**config.mk**
```make
export PLATFORM = sky130hd
export DESIGN_NAME = prefetch_issue_arbiter
export DESIGN_NICKNAME = d
export VERILOG_FILES = /design/src/rtl/prefetch_issue_arbiter.sv
export SDC_FILE = /design/constraint.sdc
export NUM_CORES = 1
export LEC_CHECK = 0
export ABC_AREA = 1
export CAP_MARGIN = 10
export CORE_UTILIZATION = 40
export CTS_BUF_LIST = sky130_fd_sc_hd__clkbuf_8
export CTS_CLUSTER_DIAMETER = 50
export CTS_CLUSTER_SIZE = 12
export DETAILED_ROUTE_END_ITERATION = 6
export MAX_ROUTING_LAYER = met4
export RECOVER_POWER = 25
export SKIP_CTS_REPAIR_TIMING = 1
export SYNTH_ARGS = -nofsm -noshare
export SYNTH_HDL_FRONTEND = slang
export SYNTH_SLANG_ARGS = --single-unit
```
**constraint.sdc**
```tcl
create_clock -name clk -period 12.1 [get_ports clk]
set_input_delay 2.42 -clock clk [delete_from_list [all_inputs] [get_ports clk]]
set_output_delay 2.42 -clock clk [all_outputs]
set_load 0.05 [all_outputs]
```
**src/rtl/prefetch_issue_arbiter.sv**
```systemverilog
// prefetch_issue_arbiter
//   Buffers best-offset prefetch requests in a small FIFO, drops duplicates
//   and stale entries, throttles prefetch issue on MSHR occupancy and
//   arbitrates the single lower-level request port with strict demand priority.
// Ports
//   clk, rst           clock, synchronous active-low reset
//   dm_*               demand-miss request in (valid/address) and ready out
//   pf_*               prefetch request pulse in, advisory not-full out
//   flush_i            discard every queued prefetch
//   mshr_occupancy_i   lower-level MSHRs currently in use
//   lo_*               registered request to the lower level (valid/ready)
//   drop_count_o       saturating count of dropped prefetches
module prefetch_issue_arbiter #(
  parameter int unsigned WIDTH          = 64,
  parameter int unsigned LOGLINE        = 6,
  parameter int unsigned QDEPTH         = 8,
  parameter int unsigned MSHR_COUNT     = 16,
  parameter int unsigned MSHR_THRESHOLD = 12,
  parameter int unsigned MAX_AGE        = 63
) (
  input  logic                              clk,
  input  logic                              rst,
  input  logic                              dm_valid_i,
  input  logic [WIDTH-1:0]                  dm_address_i,
  output logic                              dm_ready_o,
  input  logic                              pf_valid_i,
  input  logic [WIDTH-1:0]                  pf_address_i,
  output logic                              pf_ready_o,
  input  logic                              flush_i,
  input  logic [$clog2(MSHR_COUNT+1)-1:0]   mshr_occupancy_i,
  output logic                              lo_valid_o,
  output logic [WIDTH-1:0]                  lo_address_o,
  output logic                              lo_is_prefetch_o,
  input  logic                              lo_ready_i,
  output logic [15:0]                       drop_count_o
);

  localparam int unsigned IDX_W  = $clog2(QDEPTH);
  localparam int unsigned PTR_W  = IDX_W + 1;
  localparam int unsigned AGE_W  = $clog2(MAX_AGE + 1);
  localparam int unsigned MSHR_W = $clog2(MSHR_COUNT + 1);
  localparam int unsigned CNT_W  = 16;
  localparam int unsigned LINE_W = WIDTH - LOGLINE;

  typedef enum logic [1:0] {
    S_IDLE    = 2'd0,
    S_BUSY_DM = 2'd1,
    S_BUSY_PF = 2'd2
  } state_e;

  state_e             state_q, state_d;
  logic [WIDTH-1:0]   addr_q, addr_d;
  logic [PTR_W-1:0]   wr_q, wr_d;
  logic [PTR_W-1:0]   rd_q, rd_d;
  logic [AGE_W-1:0]   age_q, age_d;
  logic [CNT_W-1:0]   drop_q, drop_d;
  logic [WIDTH-1:0]   mem_q [QDEPTH];

  logic               fifo_empty;
  logic               fifo_full;
  logic [PTR_W-1:0]   fifo_count;
  logic [IDX_W-1:0]   rd_idx;
  logic [IDX_W-1:0]   wr_idx;
  logic [WIDTH-1:0]   head_addr;
  logic [LINE_W-1:0]  pf_line;
  logic               stage_free;
  logic               pf_allowed;
  logic               pop;
  logic               stale;
  logic               dup_fifo;
  logic               dup;
  logic               push;
  logic               push_drop;

  // FIFO status from the wrap-bit pointers
  assign rd_idx     = rd_q[IDX_W-1:0];
  assign wr_idx     = wr_q[IDX_W-1:0];
  assign fifo_count = PTR_W'(wr_q - rd_q);
  assign fifo_empty = (wr_q == rd_q);
  assign fifo_full  = (wr_q[IDX_W] != rd_q[IDX_W]) && (wr_idx == rd_idx);
  assign head_addr  = mem_q[rd_idx];
  assign pf_line    = pf_address_i[WIDTH-1:LOGLINE];

  // The output stage can take a new request when empty or handing off now
  assign stage_free = (state_q == S_IDLE) || ((state_q != S_IDLE) && lo_ready_i);

  // Prefetch pop: stage free, no demand this cycle, MSHRs below threshold
  assign pf_allowed = !fifo_empty
                   && (mshr_occupancy_i < MSHR_W'(MSHR_THRESHOLD))
                   && !flush_i;
  assign pop        = stage_free && !dm_valid_i && pf_allowed;

  // Head that has waited MAX_AGE cycles and is not leaving now is discarded;
  // a flush already removes it, so it is not counted twice
  assign stale = !fifo_empty && !flush_i && !pop && (age_q == AGE_W'(MAX_AGE));

  // Duplicate line against every occupied slot (start-of-cycle contents)
  always_comb begin
    dup_fifo = 1'b0;
    for (int unsigned i = 0; i < QDEPTH; i++) begin
      if (({1'b0, IDX_W'(IDX_W'(i) - rd_idx)} < fifo_count) &&
          (mem_q[i][WIDTH-1:LOGLINE] == pf_line)) begin
        dup_fifo = 1'b1;
      end
    end
  end

  assign dup = dup_fifo
            || ((state_q == S_BUSY_PF) && (addr_q[WIDTH-1:LOGLINE] == pf_line))
            || (dm_valid_i && (dm_address_i[WIDTH-1:LOGLINE] == pf_line));

  // Push classification: flush discards silently, dup/full drop with count
  assign push_drop = pf_valid_i && !flush_i && (dup || fifo_full);
  assign push      = pf_valid_i && !flush_i && !dup && !fifo_full;

  // FSM state register
  always_ff @(posedge clk) begin
    if (!rst) begin
      state_q <= S_IDLE;
    end else begin
      state_q <= state_d;
    end
  end

  // FSM next state: reload only when the stage is free, demand first
  always_comb begin
    state_d = state_q;
    if (stage_free) begin
      if (dm_valid_i) begin
        state_d = S_BUSY_DM;
      end else if (pop) begin
        state_d = S_BUSY_PF;
      end else begin
        state_d = S_IDLE;
      end
    end
  end

  // FSM outputs decoded from the registered state
  always_comb begin
    lo_valid_o       = 1'b0;
    lo_is_prefetch_o = 1'b0;
    case (state_q)
      S_BUSY_DM: begin
        lo_valid_o       = 1'b1;
        lo_is_prefetch_o = 1'b0;
      end
      S_BUSY_PF: begin
        lo_valid_o       = 1'b1;
        lo_is_prefetch_o = 1'b1;
      end
      default: begin
        lo_valid_o       = 1'b0;
        lo_is_prefetch_o = 1'b0;
      end
    endcase
  end

  // Request address, FIFO pointers, head age and drop counter next values
  always_comb begin
    addr_d = addr_q;
    wr_d   = wr_q;
    rd_d   = rd_q;
    age_d  = age_q;
    drop_d = drop_q;

    if (stage_free && dm_valid_i) begin
      addr_d = dm_address_i;
    end else if (pop) begin
      addr_d = head_addr;
    end

    if (push) begin
      wr_d = PTR_W'(wr_q + PTR_W'(1));
    end
    if (pop || stale) begin
      rd_d = PTR_W'(rd_q + PTR_W'(1));
    end
    // Flush never coincides with push or pop, so catching up rd empties it
    if (flush_i) begin
      rd_d = wr_q;
    end

    // Age restarts whenever the head changes or there is no head
    if (fifo_empty || pop || stale || flush_i) begin
      age_d = '0;
    end else begin
      age_d = AGE_W'(age_q + AGE_W'(1));
    end

    // One increment per cycle even if a push-drop and a stale discard coincide
    if ((push_drop || stale) && (drop_q != {CNT_W{1'b1}})) begin
      drop_d = CNT_W'(drop_q + CNT_W'(1));
    end
  end

  // Datapath registers
  always_ff @(posedge clk) begin
    if (!rst) begin
      addr_q <= '0;
      wr_q   <= '0;
      rd_q   <= '0;
      age_q  <= '0;
      drop_q <= '0;
    end else begin
      addr_q <= addr_d;
      wr_q   <= wr_d;
      rd_q   <= rd_d;
      age_q  <= age_d;
      drop_q <= drop_d;
    end
  end

  // FIFO storage; contents are only meaningful between the pointers
  always_ff @(posedge clk) begin
    if (push) begin
      mem_q[wr_idx] <= pf_address_i;
    end
  end

  assign dm_ready_o   = stage_free;
  assign pf_ready_o   = !fifo_full;
  assign lo_address_o = addr_q;
  assign drop_count_o = drop_q;

endmodule
```
==> impl_results.md, run 1 <==
- Fin. Hold Viols: 0
- Seq pwr share: roughly half
- Layout cells sized above 1: between 5 and 6%
- Core Footprint: ~80000 sq um
- CP required: 12.42 ns
- Setup crit end: mem_q[0][10]$_DFFE_PP_
- Placed instance area: 36300 sq um
- Grt ovf: 0
- CTS tree: done
- Simple-gate share of the synthesized area: 20.6%
- Most Used Layer, Global Route: met2
- Kind of critical path: input pin to flip-flop
- Max_cap viols: 0
- Post-Synthesis Cells: between 3000 and 4000
- Clock power share: a little under two fifths
- Sw Share: between 20 and 30%
- Count of cell types in the netlist: 46
- Final Critical Period: 7.39 ns
- IO buf count: 220
- Post-DRT Antenna Nets: 0
- Synth Flop Type: edfxtp_1
- Status: finished, final reports clean
- Worst r2r dst: mem_q[0][10]$_DFFE_PP_
- Design area: 38100 sq um
- Largest net degree at the start of global routing: 159
- Worst endpoint data arrival time: 7.71 ns
- Tightest Pin Transition: 1.23 ns
- Largest family of logic cells by synthesized area: simple AND/OR/NAND/NOR gates
- Initial Util: between 40% and 50%
- Finish-stage setup viols: 0
- Placed insts: roughly 5100
- Nets@finish: 4253
- Slew Viols, Final: 0
- Finished Core Util: 46.5%
- Core Rows: approximately 110
- Ys async rst share: 0%
- Reg-to-Reg Start: wr_q[0]$_SDFFE_PN0P_
- Synth Area in Compound Gates: 11.8%
- CP Launch Point: pf_address_i[63]
- XOR/XNOR Fraction of Synth Area: 7.29%
- Worst Hold Slack: ~0.46 ns
- P per Cell Area: 130 nW/um^2
- Initial DRT Pass Iterations: 6
- Reg2reg path depth: 16
- Synth cell count leaders: 1033 x nand2_1, 517 x nor2_1, 512 x edfxtp_1, 405 x inv_1, 318 x o21ai_0
- DRT iter0 DRCs: 3202
- Syn avg cell area: 8.43 sq um
- Die Y: 290 um
- Internal power: 3.47 mW
- CP Max Fanout: 41
- Slew headroom: 18.0%
- Setup TNS: 0 ns
- M2 GR Usage: a little over 40%
- DIE AREA: 84000 sq um
- I/O pins: roughly 220
- Fmax: ~140 MHz
- Total number of vias: 28100
- Clock tree buffer depth: 3
- Clock-pin slew on the worst setup and hold paths: 0.07 ns
- Mux cell area share after synthesis: 0%
- Final Cycle Share: about three fifths
- Grt met3 use: 5.55%
- Post-Route Skew: approximately 0.032 ns
- Vias in the first global route: 25600
- DRC: 0
- Initial antenna violation count: 6
- Mapped Nets: approximately 4100
- Leakage power: 15.2 nW
- CTS Buf Count: 81
- P&R area growth vs syn: 14.9%
- Min-Delay Path Class: flip-flop to flip-flop
- Post-Route WL: 116 mm
- Warnings, synthesis: 0
- Global-route wire length before repair: 168 mm
- Count leader, synth: nand2_1
- Post-synth top area share: 46.4%
- NetSw: 1.46 mW
- Worst R2R Setup Slack: 7.06 ns
- Synthesized flop and latch total: roughly 600
- Drt via density: roughly 5.4
- GPL Wtd Cong: 1.00
- GRT Util Overall: 27.8%
- Non-filler cells in the finished layout: 5241
- Power share of the combinational group: 14.8%
- Number of synthesized flops with an enable pin: 512
- H-tree level count: 3
- VDD IR max: 0.0808 mV
- Clk sinks: 611
- M1 GR Usage: 38.3%
- Post-Synth Adder-Cell Area: 0.574%
- Post-DP HPWL: 77.8 mm
- Die width: just under 300 um
- Clock latency on the worst-skew pair: 0.71 ns
- # fillers: between 7000 and 8000
- Area leader, netlist: edfxtp_1
- CP endpoint kind: flip-flop
- RSZ-0062 raised after global routing: false
- Clk root buf: clkbuf_8
- Wirelength per Cell: roughly 22 um
- Post-synthesis sequential area ratio: 52.4%
- Most area-consuming cells after synthesis: edfxtp_1 46%, nand2_1 12%, dfxtp_1 6.0%, xor2_1 5.9%, nor2_1 5.9%
- CP Launch Type: input pin
- Post-Syn Area: ~33000 sq um
[worst max-delay path, cell delays in order]
cell	delay, ns
dlygate4sd3_1	0.52
clkbuf_1	0.70
inv_1	0.38
o21ai_0	0.64
nor2_1	0.11
nand2_1	0.09
nor2_1	0.04
nand2_1	0.12
nor2_1	0.05
nand2_1	0.06
nand2_1	0.04
nor2_1	0.22
nand3_2	0.19
inv_2	0.12
nand3_1	0.32
nor2_4	0.83
buf_4	0.74
[worst min-delay path by stage]
stage / start / slack (ns) / endpoint / depth (start not counted)
floorplan: age_q[0]$_SDFF_PP0_ / 0.43 / age_q[0]$_SDFF_PP0_ / 1
global placement: age_q[0]$_SDFF_PP0_ / 0.45 / age_q[0]$_SDFF_PP0_ / 1
detailed placement: age_q[0]$_SDFF_PP0_ / 0.45 / age_q[0]$_SDFF_PP0_ / 1
CTS: age_q[0]$_SDFF_PP0_ / 0.47 / age_q[0]$_SDFF_PP0_ / 1
global route: age_q[0]$_SDFF_PP0_ / 0.50 / age_q[0]$_SDFF_PP0_ / 1
finish: age_q[0]$_SDFF_PP0_ / 0.46 / age_q[0]$_SDFF_PP0_ / 1
[metrics by stage]
stage	total power, mW	setup slack [ns]
3_5_place_dp	3.14	4.44
2_1_floorplan	2.84	3.55
5_1_grt	5.09	4.54
6_report	4.93	4.71
4_1_cts	4.95	5.19
3_3_place_gp	3.14	4.49
[final cells by class]
type / instances / area [sq um] / area share, %
antenna: 5 / 12.5 / 0.0328
timing repair buffer: 272 / 2530 / 6.65
inverter: 417 / 1570 / 4.13
tap: 1070 / 1340 / 3.51
clock inverter: 62 / 664 / 1.74
multi-input combinational: 2717 / 13400 / 35.2
clock buffer: 87 / 1200 / 3.14
sequential: 611 / 17400 / 45.6
[power groups by stage]
stage	Combinational (mW)	Sequential [mW]	Clock [mW]
after floorplan	0.392	2.45	0
after global placement	0.719	2.42	0
after detailed placement	0.722	2.42	0
after CTS	0.726	2.37	1.85
after global routing	0.787	2.38	1.93
final	0.733	2.38	1.82
[sequential cells by signal, summed over array words and instances, names as in the netlist, named ones only]
register,flops
age_q,6
state_q,2
mem_q,512
lo_address_o,64
rd_q,4
drop_count_o,16
wr_q,4
[cells in the final DEF (no fill, tap or decap), drive strengths merged, types with 29 or more instances in the layout]
master | synthesis | layout
o211ai | 37 | 37
nor2 | 520 | 520
xnor2 | 49 | 49
xor2 | 224 | 224
o22ai | 46 | 46
o21ai | 324 | 324
dlygate4sd3 | 0 | 39
inv | 414 | 435
nand2 | 1037 | 1037
clkbuf | 111 | 108
dfxtp | 99 | 99
a31oi | 34 | 34
buf | 76 | 32
clkdlybuf4s50 | 0 | 180
a21oi | 191 | 191
nand4 | 29 | 29
nand3 | 118 | 118
edfxtp | 512 | 512
[logic make-up (layout without fill, tap and decap cells)]
group                    Yosys count  after routing
other                              0              5
AND/OR/NAND/NOR                 1734           1734
adder cells (fa/ha/maj)           14             14
XOR/XNOR                         273            273
flip-flops                       611            611
AO/OA/AOI/OAI                    696            696
buffers and inverters            604            838
[per-layer routing]
metal  wire length [um]  vias to the layer above  part of all wire (%)
met5                  0                        -                     0
met4               3630                        0                   3.1
met3              11900                      189                    10
met2              50900                     1383                    44
met1              49700                    13200                    43
li1                   -                    13300                     -
Note: power is estimated with default switching activity, not from simulation.
==> inputs of run 2 (changes only) <==
==> constraint.sdc (replaced) <==
create_clock -name clk -period 6.3 [get_ports clk]
set_input_delay 1.26 -clock clk [delete_from_list [all_inputs] [get_ports clk]]
set_output_delay 1.26 -clock clk [all_outputs]
set_load 0.05 [all_outputs]
==> impl_results.md, run 2 (same netlist as run 1, synthesis figures left out) <==
- Initial antenna violation count: 9 (+3)
- Post-DRT Antenna Nets: 0 (unchanged)
- Cell at the slowest stage of the critical path: clkbuf_1
- CP endpoint kind: flip-flop
- CP Launch Point: pf_address_i[25]
- Core Rows: 105 (unchanged)
- Post-Route Skew: 0.0623 ns (+0.0301 ns)
- CP required: 6.69 ns (-5.73 ns)
- Reg-to-Reg Start: wr_q[0]$_SDFFE_PN0P_
- Clk root buf: clkbuf_8
- Worst Hold Slack: 0.462 ns (+0.00181 ns)
- Slew Viols, Final: 0 (unchanged)
- CTS Buf Count: 85 (+4.9%)
- Largest stage delay on the critical path: 0.74 ns (-0.09 ns)
- Clk sinks: 611 (unchanged)
- Tightest Pin Transition: 1.21 ns (-0.0207 ns)
- Post-Route WL: 117 mm (+1.1%)
- GRT Util Overall: 28.2% (+0.39 points)
- Final Critical Period: 5.20 ns
- RSZ-0062 raised after global routing: false
- DP Worst Slack: 1.07 ns (-3.37 ns)
- Top cell family by delay on the critical path: buffers and inverters
- Die width: 290 um (unchanged)
- Drt via density: 5.38 (+0.37%)
- # fillers: 7949 (-0.10%)
- CP Max Fanout: 19 (-54%)
- I/O pins: 223 (unchanged)
- Largest net degree at the start of global routing: 99 (-38%)
- Finish-stage setup viols: 0 (unchanged)
- VDD IR max: 0.146 mV (+81%)
- Internal power: 6.65 mW (+92%)
- Die Y: 290 um (unchanged)
- Clock power share: 36.8% (-0.2 points)
- Max_cap viols: 0 (unchanged)
- DIE AREA: 84000 sq um (unchanged)
- DRT iter0 DRCs: 3296 (+2.9%)
- H-tree level count: 3 (unchanged)
- Fin. Hold Viols: 0 (unchanged)
- Core Footprint: 82000 sq um (unchanged)
- Status: finished, final reports clean
- Sw Share: 30.1% (+0.43 points)
- Wirelength per Cell: 22.2 um (about the same)
- CP Launch Type: input pin
- Vias in the first global route: 26200 (+2.3%)
- Clock latency on the worst-skew pair: 0.74 ns (+0.03 ns)
- Seq pwr share: 47.9% (-0.3 points)
- Post-DP HPWL: 80.8 mm (+3.8%)
- Clock-pin slew on the worst setup and hold paths: 0.07 ns (about the same)
- Setup TNS: 0 ns (unchanged)
- P per Cell Area: 246 nW/um^2 (+90%)
- DRC: 0 (unchanged)
- Placed insts: 5135 (+0.96%)
- Non-filler cells in the finished layout: 5297 (+1.1%)
- Initial DRT Pass Iterations: 6 (unchanged)
- Most flop-heavy register: mem_q
- Nets@finish: 4305 (+1.2%)
- Initial Util: 40.4% (unchanged)
- Worst endpoint data arrival time: 5.59 ns (-2.12 ns)
- Total number of vias: 28500 (+1.4%)
- Final Cycle Share: 82.6%
- Global-route wire length before repair: 171 mm (+1.7%)
- Leakage power: 15.5 nW (+2.1%)
- Clock tree buffer depth: 3 (unchanged)
- Worst-path cell chain: dlygate4sd3_1, clkbuf_1, inv_1, o21ai_0, nor2_1, nand2_1, nor2_1, nand2_1, nor2_1, nand2_1, nand2_1, nor2_1, nand3_2, inv_2, nand3_1, nor3_4, buf_12
- CTS tree: done
- GPL Wtd Cong: 0.998 (-0.27%)
- Most frequent cells in the layout: 1033 x nand2_1, 514 x nor2_1, 512 x edfxtp_1, 416 x inv_1, 318 x o21ai_0
- Max reg flops: 512 (unchanged)
- NetSw: 2.86 mW (+96%)
- Slew headroom: 19.5% (+1.5 points)
- Kind of critical path: input pin to flip-flop
- Grt ovf: 0 (unchanged)
- Worst hold start: age_q[0]$_SDFF_PP0_
- Commonest non-fill, non-tap cell in the layout: nand2_1
- Overall Power: 9.51 mW (+93%)
- Crit path buf inv count: 5 (unchanged)
- Fmax: 192 MHz
- Min-Delay Path Class: flip-flop to flip-flop
- IO buf count: 220 (unchanged)
- Setup WS post-layout: 1.10 ns (-3.61 ns)
- Power share of the combinational group: 15.3% (+0.5 points)
- P&R area growth vs syn: 16.6%
- Layout cells sized above 1: 6.04% (+1.0 points)
## run 2: cell count changes in the layout (fill, tap and decap cells not counted), moves of 2 or more
cell | before | now
buf_12 | 2 | 18
buf_4 | 29 | 54
bufinv_16 | 11 | 7
clkbuf_1 | 21 | 28
clkbuf_8 | 87 | 96
clkdlybuf4s50_1 | 180 | 174
clkinvlp_4 | 12 | 6
dlygate4sd3_1 | 39 | 45
inv_1 | 414 | 416
inv_4 | 1 | 3
inv_6 | 7 | 9
inv_8 | 1 | 3
## run 2: power by group through the flow
stage               Clock (mW)  Combinational, mW  Sequential, mW
floorplan                    0              0.754            4.70
global placement             0               1.43            4.64
detailed placement           0               1.44            4.64
CTS                       3.55               1.45            4.55
global route              3.71               1.57            4.56
finish                    3.50               1.45            4.55
## run 2: per-stage QoR
step	cell area [sq um]	utilization (%)
after floorplan	33100	-
after global placement	36900	45.0
after detailed placement	36900	45.0
after CTS	38700	47.3
after global routing	38600	47.1
final	38600	47.1
## run 2: layout make-up
| cell class | instances | area (sq um) | share of cell area (%) |
|---|---|---|---|
| Sequential cell | 611 | 17400 | 44.9 |
| Multi-Input combinational cell | 2717 | 13400 | 34.7 |
| Timing Repair Buffer | 320 | 3070 | 7.94 |
| Inverter | 417 | 1570 | 4.07 |
| Tap cell | 1070 | 1340 | 3.46 |
| Clock buffer | 96 | 1320 | 3.42 |
| Clock inverter | 61 | 559 | 1.45 |
| Antenna cell | 5 | 12.5 | 0.0324 |
## run 2: routing by layer
metal  share of wire (%)  GRT usage, %  vias up  wire (um)
met1                  43          38.8    13300      50000
met4                 4.0          11.1        0       4730
met5                   0             -        -          0
met3                  10          5.07      252      12200
li1                    -             -    13400          -
met2                  43          41.2     1476      50500
## run 2: worst paths after layout
kind | to | slack (ns) | cells after the start
worst min-delay path | age_q[0]$_SDFF_PP0_ | 0.46 | 1
worst max register to register | mem_q[6][12]$_DFFE_PP_ | 2.00 | 16
worst min register to register | age_q[0]$_SDFF_PP0_ | 0.46 | 1
worst max-delay path | mem_q[6][12]$_DFFE_PP_ | 1.10 | 17
